**config.mk**
```make
export PLATFORM = sky130hd
export DESIGN_NAME = traffic_light_ctrl_n
export DESIGN_NICKNAME = d
export VERILOG_FILES = /design/src/rtl/traffic_light_ctrl_n_pkg.sv /design/src/rtl/traffic_light_ctrl_n_rr_pick.sv /design/src/rtl/traffic_light_ctrl_n.sv
export SDC_FILE = /design/constraint.sdc
export NUM_CORES = 1
export LEC_CHECK = 0
export BUFFER_PORTS_ARGS = -buffer_cell sky130_fd_sc_hd__buf_2
export CORE_MARGIN = 8
export CORE_UTILIZATION = 45
export DETAILED_ROUTE_END_ITERATION = 12
export HOLD_SLACK_MARGIN = 0.03
export PLACE_DENSITY = 0.66
export SLEW_MARGIN = 5
export SYNTH_ARGS = -nofsm -noshare
export SYNTH_HDL_FRONTEND = slang
export SYNTH_HIERARCHICAL = 1
export SYNTH_SLANG_ARGS = --single-unit
```
**constraint.sdc**
```tcl
create_clock -name clk -period 2.5 [get_ports clk]
set_input_delay 0.375 -clock clk [delete_from_list [all_inputs] [get_ports clk]]
set_output_delay 0.375 -clock clk [all_outputs]
set_load 0.02 [all_outputs]
```
**src/rtl/traffic_light_ctrl_n_pkg.sv**
```systemverilog
`default_nettype none
// ============================================================================
// Module      : traffic_light_pkg
// Description : Shared types and encodings for the N-direction traffic light
//               controller: per-direction light codes and controller phases.
// Revision    : 1.0 - initial release
// ============================================================================
package traffic_light_pkg;

    localparam int c_LIGHT_W = 2;
    localparam int c_PHASE_W = 2;

    typedef enum logic [c_LIGHT_W-1:0] {
        GREEN  = 2'b00,
        YELLOW = 2'b01,
        RED    = 2'b10,
        OFF    = 2'b11
    } light_t;

    typedef enum logic [c_PHASE_W-1:0] {
        PH_GREEN  = 2'b00,
        PH_YELLOW = 2'b01,
        PH_ALLRED = 2'b10,
        PH_FLASH  = 2'b11
    } phase_t;

endpackage
`default_nettype wire

```
**src/rtl/traffic_light_ctrl_n_rr_pick.sv**
```systemverilog
`default_nettype none
// ============================================================================
// Module      : tl_rr_pick
// Description : Combinational round-robin chooser. Returns the first asserted
//               request found when searching from i_base upwards, wrapping
//               around through all NUM_DIR entries.
// Ports       : i_req   - request vector, one bit per direction
//               i_base  - index where the search starts (highest priority)
//               o_grant - selected index (i_base when nothing is requested)
//               o_valid - at least one request was found
// Revision    : 1.0 - initial release
// ============================================================================
module tl_rr_pick #(
    parameter  int NUM_DIR = 4,
    localparam int IDX_W   = $clog2(NUM_DIR)
) (
    input  logic [NUM_DIR-1:0] i_req,
    input  logic [IDX_W-1:0]   i_base,
    output logic [IDX_W-1:0]   o_grant,
    output logic               o_valid
);

    int w_idx;

    // Scan from the far end back towards i_base so the nearest request wins.
    always_comb begin
        o_grant = i_base;
        o_valid = 1'b0;
        w_idx   = 0;
        for (int k = NUM_DIR - 1; k >= 0; k--) begin
            w_idx = (int'(i_base) + k) % NUM_DIR;
            if (i_req[IDX_W'(w_idx)]) begin
                o_grant = IDX_W'(w_idx);
                o_valid = 1'b1;
            end
        end
    end

endmodule
`default_nettype wire

```
**src/rtl/traffic_light_ctrl_n.sv**
```systemverilog
`default_nettype none
// ============================================================================
// Module      : traffic_light_ctrl_n
// Description : N-direction intersection controller. Green with min/max dwell,
//               timed yellow, all-red clearance, round-robin skipping of idle
//               directions and a night flashing-yellow mode. All dwell times
//               are counted in tick pulses.
// Ports       : clk, reset (async, active-high), tick (timing strobe),
//               sensor[NUM_DIR] (vehicle present), flash_mode (flash request),
//               lights[2*NUM_DIR] (2-bit code per direction), active_dir,
//               phase
// Revision    : 1.0 - initial release
// ============================================================================
module traffic_light_ctrl_n
    import traffic_light_pkg::*;
#(
    parameter  int NUM_DIR    = 4,
    parameter  int CNT_W      = 8,
    parameter  int MIN_GREEN  = 8,
    parameter  int MAX_GREEN  = 32,
    parameter  int YELLOW_T   = 4,
    parameter  int ALLRED_T   = 2,
    parameter  int FLASH_HALF = 4,
    localparam int IDX_W      = $clog2(NUM_DIR)
) (
    input  logic                   clk,
    input  logic                   reset,
    input  logic                   tick,
    input  logic [NUM_DIR-1:0]     sensor,
    input  logic                   flash_mode,
    output logic [2*NUM_DIR-1:0]   lights,
    output logic [IDX_W-1:0]       active_dir,
    output logic [1:0]             phase
);

    // Dwell count is one bit wider than the timer so timer+1 never wraps.
    localparam logic [CNT_W:0] c_MIN_G  = (CNT_W+1)'(MIN_GREEN);
    localparam logic [CNT_W:0] c_MAX_G  = (CNT_W+1)'(MAX_GREEN);
    localparam logic [CNT_W:0] c_YEL    = (CNT_W+1)'(YELLOW_T);
    localparam logic [CNT_W:0] c_ALLRED = (CNT_W+1)'(ALLRED_T);
    localparam logic [CNT_W:0] c_FLASH  = (CNT_W+1)'(FLASH_HALF);

    phase_t             r_phase;
    logic [IDX_W-1:0]   r_active;
    logic [IDX_W-1:0]   r_next;
    logic [CNT_W-1:0]   r_timer;
    logic               r_flash_on;

    logic [CNT_W:0]     w_cnt;
    logic [CNT_W-1:0]   w_timer_inc;
    logic [IDX_W-1:0]   w_base;
    logic [NUM_DIR-1:0] w_own_mask;
    logic               w_others_req;
    logic               w_green_exit;
    logic [IDX_W-1:0]   w_grant;
    logic               w_grant_vld;

    assign w_cnt       = {1'b0, r_timer} + 1'b1;
    assign w_timer_inc = (r_timer == '1) ? r_timer : r_timer + 1'b1;
    assign w_base      = (r_active == IDX_W'(NUM_DIR - 1)) ? '0 : r_active + 1'b1;

    always_comb begin
        w_own_mask           = '0;
        w_own_mask[r_active] = 1'b1;
    end

    assign w_others_req = |(sensor & ~w_own_mask);

    assign w_green_exit = (w_cnt >= c_MIN_G) &&
                          (flash_mode ||
                           (w_others_req && (!sensor[r_active] || (w_cnt >= c_MAX_G))));

    // Search starts one past the current owner, so the owner itself is the
    // last candidate and idle directions are skipped.
    tl_rr_pick #(
        .NUM_DIR (NUM_DIR)
    ) u_rr_pick (
        .i_req   (sensor),
        .i_base  (w_base),
        .o_grant (w_grant),
        .o_valid (w_grant_vld)
    );

    always_ff @(posedge clk or posedge reset) begin
        if (reset) begin
            r_phase    <= PH_ALLRED;
            r_active   <= '0;
            r_next     <= '0;
            r_timer    <= '0;
            r_flash_on <= 1'b0;
        end else if (tick) begin
            case (r_phase)
                PH_GREEN: begin
                    if (w_green_exit) begin
                        r_phase <= PH_YELLOW;
                        r_timer <= '0;
                        r_next  <= w_grant_vld ? w_grant : r_active;
                    end else begin
                        r_timer <= w_timer_inc;
                    end
                end
                PH_YELLOW: begin
                    if (w_cnt == c_YEL) begin
                        r_phase <= PH_ALLRED;
                        r_timer <= '0;
                    end else begin
                        r_timer <= w_timer_inc;
                    end
                end
                PH_ALLRED: begin
                    if (w_cnt == c_ALLRED) begin
                        r_timer <= '0;
                        if (flash_mode) begin
                            r_phase    <= PH_FLASH;
                            r_flash_on <= 1'b1;
                        end else begin
                            r_phase  <= PH_GREEN;
                            r_active <= r_next;
                        end
                    end else begin
                        r_timer <= w_timer_inc;
                    end
                end
                PH_FLASH: begin
                    if (!flash_mode) begin
                        // Leaving flash resumes green on the same direction.
                        r_phase    <= PH_ALLRED;
                        r_timer    <= '0;
                        r_next     <= r_active;
                        r_flash_on <= 1'b0;
                    end else if (w_cnt == c_FLASH) begin
                        r_flash_on <= ~r_flash_on;
                        r_timer    <= '0;
                    end else begin
                        r_timer <= w_timer_inc;
                    end
                end
                default: begin
                    r_phase <= PH_ALLRED;
                    r_timer <= '0;
                end
            endcase
        end
    end

    generate
        for (genvar d = 0; d < NUM_DIR; d++) begin : g_lights
            light_t w_light;
            always_comb begin
                w_light = RED;
                case (r_phase)
                    PH_GREEN:  w_light = (r_active == IDX_W'(d)) ? GREEN  : RED;
                    PH_YELLOW: w_light = (r_active == IDX_W'(d)) ? YELLOW : RED;
                    PH_ALLRED: w_light = RED;
                    PH_FLASH:  w_light = r_flash_on ? YELLOW : OFF;
                    default:   w_light = RED;
                endcase
            end
            assign lights[2*d +: 2] = w_light;
        end
    endgenerate

    assign active_dir = r_active;
    assign phase      = r_phase;

endmodule
`default_nettype wire

```
Yosys cells after proc, flatten, opt, wreduce, memory -nomap -nowiden:

Index checks and enable logic that the tools add are counted.

* multiplexer cells: 59
* magnitude comparators: 8
* equal/unequal tests: 15
* reductions and logical operators: 15
* $add $sub $neg: 6
* bitwise logic cells: 4

Operators by type and width (number)
* 2-to-1 mux 2 bit: 22
* 2-to-1 mux 8 bit: 5
* one-hot mux 2 bit (4 select lines): 5
* one-hot mux 8 bit (4 select lines): 1
* 2-to-1 mux 1 bit: 18
* less-than comparator 2 x 4 -> 1 bit, second input constant: 4
* binary-select mux 1 bit (select 2 bit): 5
* != test 2 bit, second input constant: 5
* AND reduction 5 bit: 2
* adder 8 x 1 -> 9 bit, second input constant: 1
* == test 9 x 2 -> 1 bit, second input constant: 1
* == test 9 x 3 -> 1 bit, second input constant: 1
* >= comparator 9 x 4 -> 1 bit, second input constant: 1
* >= comparator 9 x 6 -> 1 bit, second input constant: 1
* adder 8 x 1 -> 8 bit, second input constant: 1
* == test 2 bit, second input constant: 4
* == test 8 bit, second input constant: 1
* AND reduction 4 bit: 2
* adder 2 x 1 -> 2 bit, second input constant: 2
* adder 2 bit, second input constant: 2
* AND 4 bit: 1
* == test 2 x 1 -> 1 bit, second input constant: 2
* zero test 2 bit: 2
* inverter 4 bit: 1
* 12 further kinds: 17

* word-level logic and storage cells: 112
* flip-flop bits (word level): 15
* output and inout bits: 12
* bits of input ports: 8

Logic depth before layout (Yosys ltp):

* depth after elaboration: 13
* gate-level depth with buffers: 8
* mapped depth without buffers: 8

Modules after synthesis:

Netlist, hierarchy kept.

Modules (own cells, without submodules)
* traffic_light_ctrl_n: seq. area each 376.6 um^2, times used 1, area each 1307.5 um^2, cells each 152
* tl_rr_pick: seq. area each 0.0 um^2, times used 1, area each 100.1 um^2, cells each 16

Worst setup path before layout:

No wires, ideal clock.

* kind: register -> register
* from: register r_active[0] (netlist: active_dir[0])
* to: register r_next[1]
* data arrival time: 2053 ps
* setup slack: 382 ps
* buffers on the path: 0
* period minus slack after synthesis: 2118 ps
* required time: 2435 ps
* cell stages (with the launch flop): 9
* setup time: 65 ps
* cell sequence: dfrtp_1 > inv_1 > ha_1 > and3b_1 > or4_1 > nand2_1 > a21oi_1 > a31oi_1 > o211a_1

* cells in the longest elaborated chain, start to end: 13
* elaborated cells between the ends (all ways): 46
* those cells by class: add/sub (4); order compare (2); eq/ne (2); mux (28); bitwise (2); reduce/logical (8)

Ends and longest elaborated chain
* from (decl): RTL line traffic_light_ctrl_n.sv:44 `logic [IDX_W-1:0] r_active;`
* from (signal assigned): RTL line traffic_light_ctrl_n.sv:118 `r_active <= r_next;`
* adder 2 x 1 -> 2 bit / == test 2 bit (equally long branches): RTL line traffic_light_ctrl_n.sv:60 `assign w_base = (r_active == IDX_W'(NUM_DIR - 1)) ? '0 : r_active + 1'b1;`
* 2-to-1 mux 2 bit (*): RTL line traffic_light_ctrl_n.sv:60
* named net w_base[1]: RTL line traffic_light_ctrl_n.sv:51 `logic [IDX_W-1:0] w_base;`
* adder 2 bit: RTL line traffic_light_ctrl_n_rr_pick.sv:31 `w_idx = (int'(i_base) + k) % NUM_DIR;`
* binary-select mux 1 bit (select 2 bit): RTL line traffic_light_ctrl_n_rr_pick.sv:32 `if (i_req[IDX_W'(w_idx)]) begin`
* 2-to-1 mux 1 bit (implied by the code) (2 in a row): RTL line traffic_light_ctrl_n_rr_pick.sv:32
* 2-to-1 mux 2 bit (3 in a row): RTL line traffic_light_ctrl_n_rr_pick.sv:32
* 2-to-1 mux 2 bit (*): RTL line traffic_light_ctrl_n_rr_pick.sv:32
* named net w_grant[1]: RTL line traffic_light_ctrl_n.sv:55 `logic [IDX_W-1:0] w_grant;`
* 2-to-1 mux 2 bit (*): RTL line traffic_light_ctrl_n.sv:97 `r_next <= w_grant_vld ? w_grant : r_active;`
* 2-to-1 mux 2 bit (*): RTL line traffic_light_ctrl_n.sv:94 `if (w_green_exit) begin`
* one-hot mux 2 bit (2 select lines) (*): RTL line traffic_light_ctrl_n.sv:92 `case (r_phase)`
* to (signal assigned): RTL line traffic_light_ctrl_n.sv:97
* to (signal assigned): RTL line traffic_light_ctrl_n.sv:129 `r_next <= r_active;`
* to (decl): RTL line traffic_light_ctrl_n.sv:45 `logic [IDX_W-1:0] r_next;`

The timed path passes the listed nets; every way through them passes the cells marked *. The select of a mux whose other input is x is not followed.
A chain may end at the register's enable or synchronous reset.

Worst setup path in the final report:

* from: register r_timer[0]
* to: register r_phase[0] (netlist: phase[0])

* cells in the longest elaborated chain, start to end: 8
* elaborated cells between the ends (all ways): 13
* those cells by class: add/sub (1); order compare (2); eq/ne (5); reduce/logical (5)

Ends and longest elaborated chain
* from (decl): RTL line traffic_light_ctrl_n.sv:46 `logic [CNT_W-1:0] r_timer;`
* from (signal assigned): RTL line traffic_light_ctrl_n.sv:99 `r_timer <= w_timer_inc;`
* from (signal assigned): RTL line traffic_light_ctrl_n.sv:107 `r_timer <= w_timer_inc;`
* from (signal assigned): RTL line traffic_light_ctrl_n.sv:121 `r_timer <= w_timer_inc;`
* adder 8 x 1 -> 9 bit (*): RTL line traffic_light_ctrl_n.sv:58 `assign w_cnt = {1'b0, r_timer} + 1'b1;`
* >= comparator 9 x 6 -> 1 bit: RTL line traffic_light_ctrl_n.sv:71 `(w_others_req && (!sensor[r_active] || (w_cnt >= c_MAX_G))));`
* logical OR 1 bit: RTL line traffic_light_ctrl_n.sv:71
* logical AND 1 bit: RTL line traffic_light_ctrl_n.sv:71
* logical OR 1 bit: RTL line traffic_light_ctrl_n.sv:70 `(flash_mode ||`
* logical AND 1 bit: RTL line traffic_light_ctrl_n.sv:69 `assign w_green_exit = (w_cnt >= c_MIN_G) &&`
* != test 2 bit (no line)
* AND reduction 5 bit (no line) (*)
* to (signal assigned): RTL line traffic_light_ctrl_n.sv:86 `r_phase <= PH_ALLRED;`
* to (signal assigned): RTL line traffic_light_ctrl_n.sv:95 `r_phase <= PH_YELLOW;`
* to (signal assigned): RTL line traffic_light_ctrl_n.sv:104 `r_phase <= PH_ALLRED;`
* to (decl): RTL line traffic_light_ctrl_n.sv:43 `phase_t r_phase;`

Every way passes the cells marked *; elsewhere a longest branch is shown, timed or not.

==> flow_metrics.tcl <==
set metrics [dict create \
    run_status "complete, no violations" \
    crit_path_start_kind "flip-flop" \
    slowest_stage "dfrtp_1" \
    setup-tns-final_ns 0 \
    cp_top_family "simple AND/OR/NAND/NOR gates" \
    synthCells 168 \
    wl_per_cell_um 15.8 \
    finalClockSkew_ns 0.0101 \
    rows 20 \
    start_util_pct 46.9 \
    clockPowerShare_pct 9.5 \
    path_buf_inv 0 \
    crit_arrival_ns 2.44 \
    p_total_uw 1590 \
    met2WireLength_mm 1.61 \
    grt_pass1_vias 1256 \
    drt-met1-wl_mm 1.51 \
    synth.cell_area_um2 1410 \
    syn2layout_area_growth_pct 7.56 \
    track_usage_pct 13.8 \
    vias 1323 \
    synthArstFlopShare_pct 100 \
    synth-edff-count 0 \
    path_cells "ha_2, nand3_1, nor4b_2, o22ai_2, or3b_1, o31ai_2, a21oi_1" \
    htree_num_levels 1 \
    hold_buffers 0 \
    fin_util_pct 50.4 \
    hold_path_class "in -> async" \
    final_cell_mix "nor2_1, buf_2, a21oi_1, dfrtp_1, nand2_1" \
    synth.distinct_cells 56 \
    period_share_pct 90.0 \
    clockBufferDepth 2 \
    switchingPower_uw 818 \
    p_int_uw 772 \
    cts_tree "yes" \
    grt_start_max_net_pins 17 \
    drt-initial-drc-count 79 \
    via_per_inst 6.15 \
    antenna_found_initial 0 \
    cp_data_required_time_ns 2.69 \
    final_area_um2 1510 \
    max_freq_mhz 445 \
    num-fill-cells 310 \
    drive_gt1_share_pct 23.6 \
    vdd_drop_max_uv 542 \
    drc 0 \
    drv_slew 0 \
    combPwrFrac_pct 60.7 \
    setup_viol 0 \
    dr.pass1.iters 4 \
    synth.avg_cell_area_um2 8.38 \
    grt_pass1_wl_mm 5.81 \
    overflow 0 \
    rsz0062_at_grt "no" \
    layout.nets 198 \
    synth_nets 183 \
    hold_violations 0 \
    wl_mm 3.41 \
    die-height_um 71.9 \
    yosysWarnings 6 \
    dr_wl_met3_um 208 \
    synth_seq_cells 15 \
    cpPeakStageDelay_ns 0.48 \
    die_area_um2 5170 \
    cts_sinks 15 \
    ys.flop_type "dfrtp_1" \
    cts_buffers 3 \
    path_clk_slew_ns 0.10 \
    diodes 0 \
    path_max_fanout 8 \
    port-buffer-count 19 \
    routabilityCongestion 0.843 \
    clockRootBuffer "clkbuf_4" \
    worstSetupPathType "reg -> reg" \
    layout_min_cycle_time_ns 2.25 \
    slew_headroom_pct 60.8 \
    synth_seq_area_share_pct 26.8 \
    dp_hpwl_mm 2.53 \
    sequentialPowerShare_pct 29.8 \
    ant_nets 0 \
    die_w_um 71.9 \
    io_pins 20 \
    highest_layer "met4" \
    layout_commonest_cell "nor2_1" \
    cap_violations 0 \
    p_sw_share_pct 51.4 \
    end_kind "flip-flop" \
    leakage_uw 0.000656 \
    clock_latency_ns 0.30 \
    p_per_area_nw_per_um2 1050 \
    placed_cell_area_um2 1490 \
    worstMarginPinSlew_ns 0.587 \
    core_area_um2 3000 \
]
[worst reg2reg max path: cells and delay by family (launching register included)]
kind                       cells  cell delay (ns)
AOI/OAI and AO/OA              3             0.47
and+or+nand+nor                3             0.87
DFF                            1             0.48
adders and majority gates      1             0.31
[per-layer routing]
layer	vias up	GRT usage, %
li1	644	-
met3	7	3.03
met4	0	6.58
met2	40	23.9
met5	-	0
met1	632	15.5
[area by class of cell]
type	instances	area [um^2]	share of cell area [%]
flip-flops and latches	15	377	24.9
multi-input cells	133	933	61.7
inverters	11	41.3	2.73
repair buffers	19	95.1	6.28
well taps	33	41.3	2.73
clock buffers	4	26.3	1.74
[sequential cells by signal, summed over array words and instances, names as in the netlist]
register,cells
phase,2
r_next,2
r_timer,8
r_flash_on,1
active_dir,2
[metrics by stage]
stage / hold slack (ns) / instances / setup slack [ns]
finish: 0.112 / 215 / 0.251
global route: 0.173 / 215 / 0.0506
CTS: 0.150 / 215 / 0.197
detailed placement: 0.475 / 211 / 0.254
global placement: 0.462 / 211 / 0.329
floorplan: 0.276 / 168 / 0.382
[cells in the mapped netlist, types with 2 or more instances]
library cell | count | area (um^2)
clkinv_1 | 2 | 7.51
clkbuf_1 | 3 | 11.3
nand2b_1 | 4 | 25.0
nor2_1 | 25 | 93.8
nand4_1 | 2 | 12.5
inv_1 | 9 | 33.8
nor3_1 | 3 | 15.0
and2b_2 | 2 | 17.5
nor4b_1 | 2 | 17.5
and3_1 | 3 | 18.8
nand3_1 | 4 | 20.0
mux2_2 | 2 | 22.5
a41oi_1 | 2 | 17.5
nor4_1 | 2 | 12.5
a31oi_1 | 2 | 12.5
xnor2_1 | 2 | 17.5
ha_1 | 7 | 87.6
o22ai_1 | 2 | 12.5
and3b_1 | 2 | 17.5
a211oi_2 | 2 | 25.0
o21ai_0 | 5 | 25.0
o211a_1 | 2 | 20.0
and4_1 | 2 | 17.5
buf_6 | 2 | 22.5
a21oi_1 | 17 | 85.1
dfrtp_1 | 14 | 350
nand2_1 | 13 | 48.8
buf_2 | 2 | 10.0
buf_4 | 2 | 15.0
[kinds of logic after synthesis]
group | synth area share, %
xor+xnor | 1.24
simple gates | 27.2
compound gates | 27.6
flops | 26.8
fa+ha+maj | 6.22
buf+inv | 7.11
mux | 3.91
[what timing repair did]
action,in CTS,in global routing
setup endpoints to repair,0,1
resized for setup,0,1
setup buffers,0,0
[final timing paths]
| kind | startpoint | endpoint | slack, ns | depth (start not counted) |
|---|---|---|---|---|
| max | r_timer[0] | phase[0] | 0.25 | 7 |
| min | reset | r_next[0] | 0.11 | 2 |
| max reg2reg | r_timer[0] | phase[0] | 0.25 | 7 |
| min reg2reg | r_next[1] | active_dir[1] | 0.56 | 1 |
| max in group asynchronous | reset | r_timer[6] | 1.99 | 2 |
| min in group clk | flash_mode | r_flash_on | 0.42 | 3 |
[power by group through the flow]
stage	registers (uW)	clock network [uW]	logic [uW]
floorplan	437	0	754
finish	474	151	964
global placement	466	0	930
detailed placement	474	0	963
CTS	469	151	967
global route	494	164	1060
(Power assumes the default switching activity.)
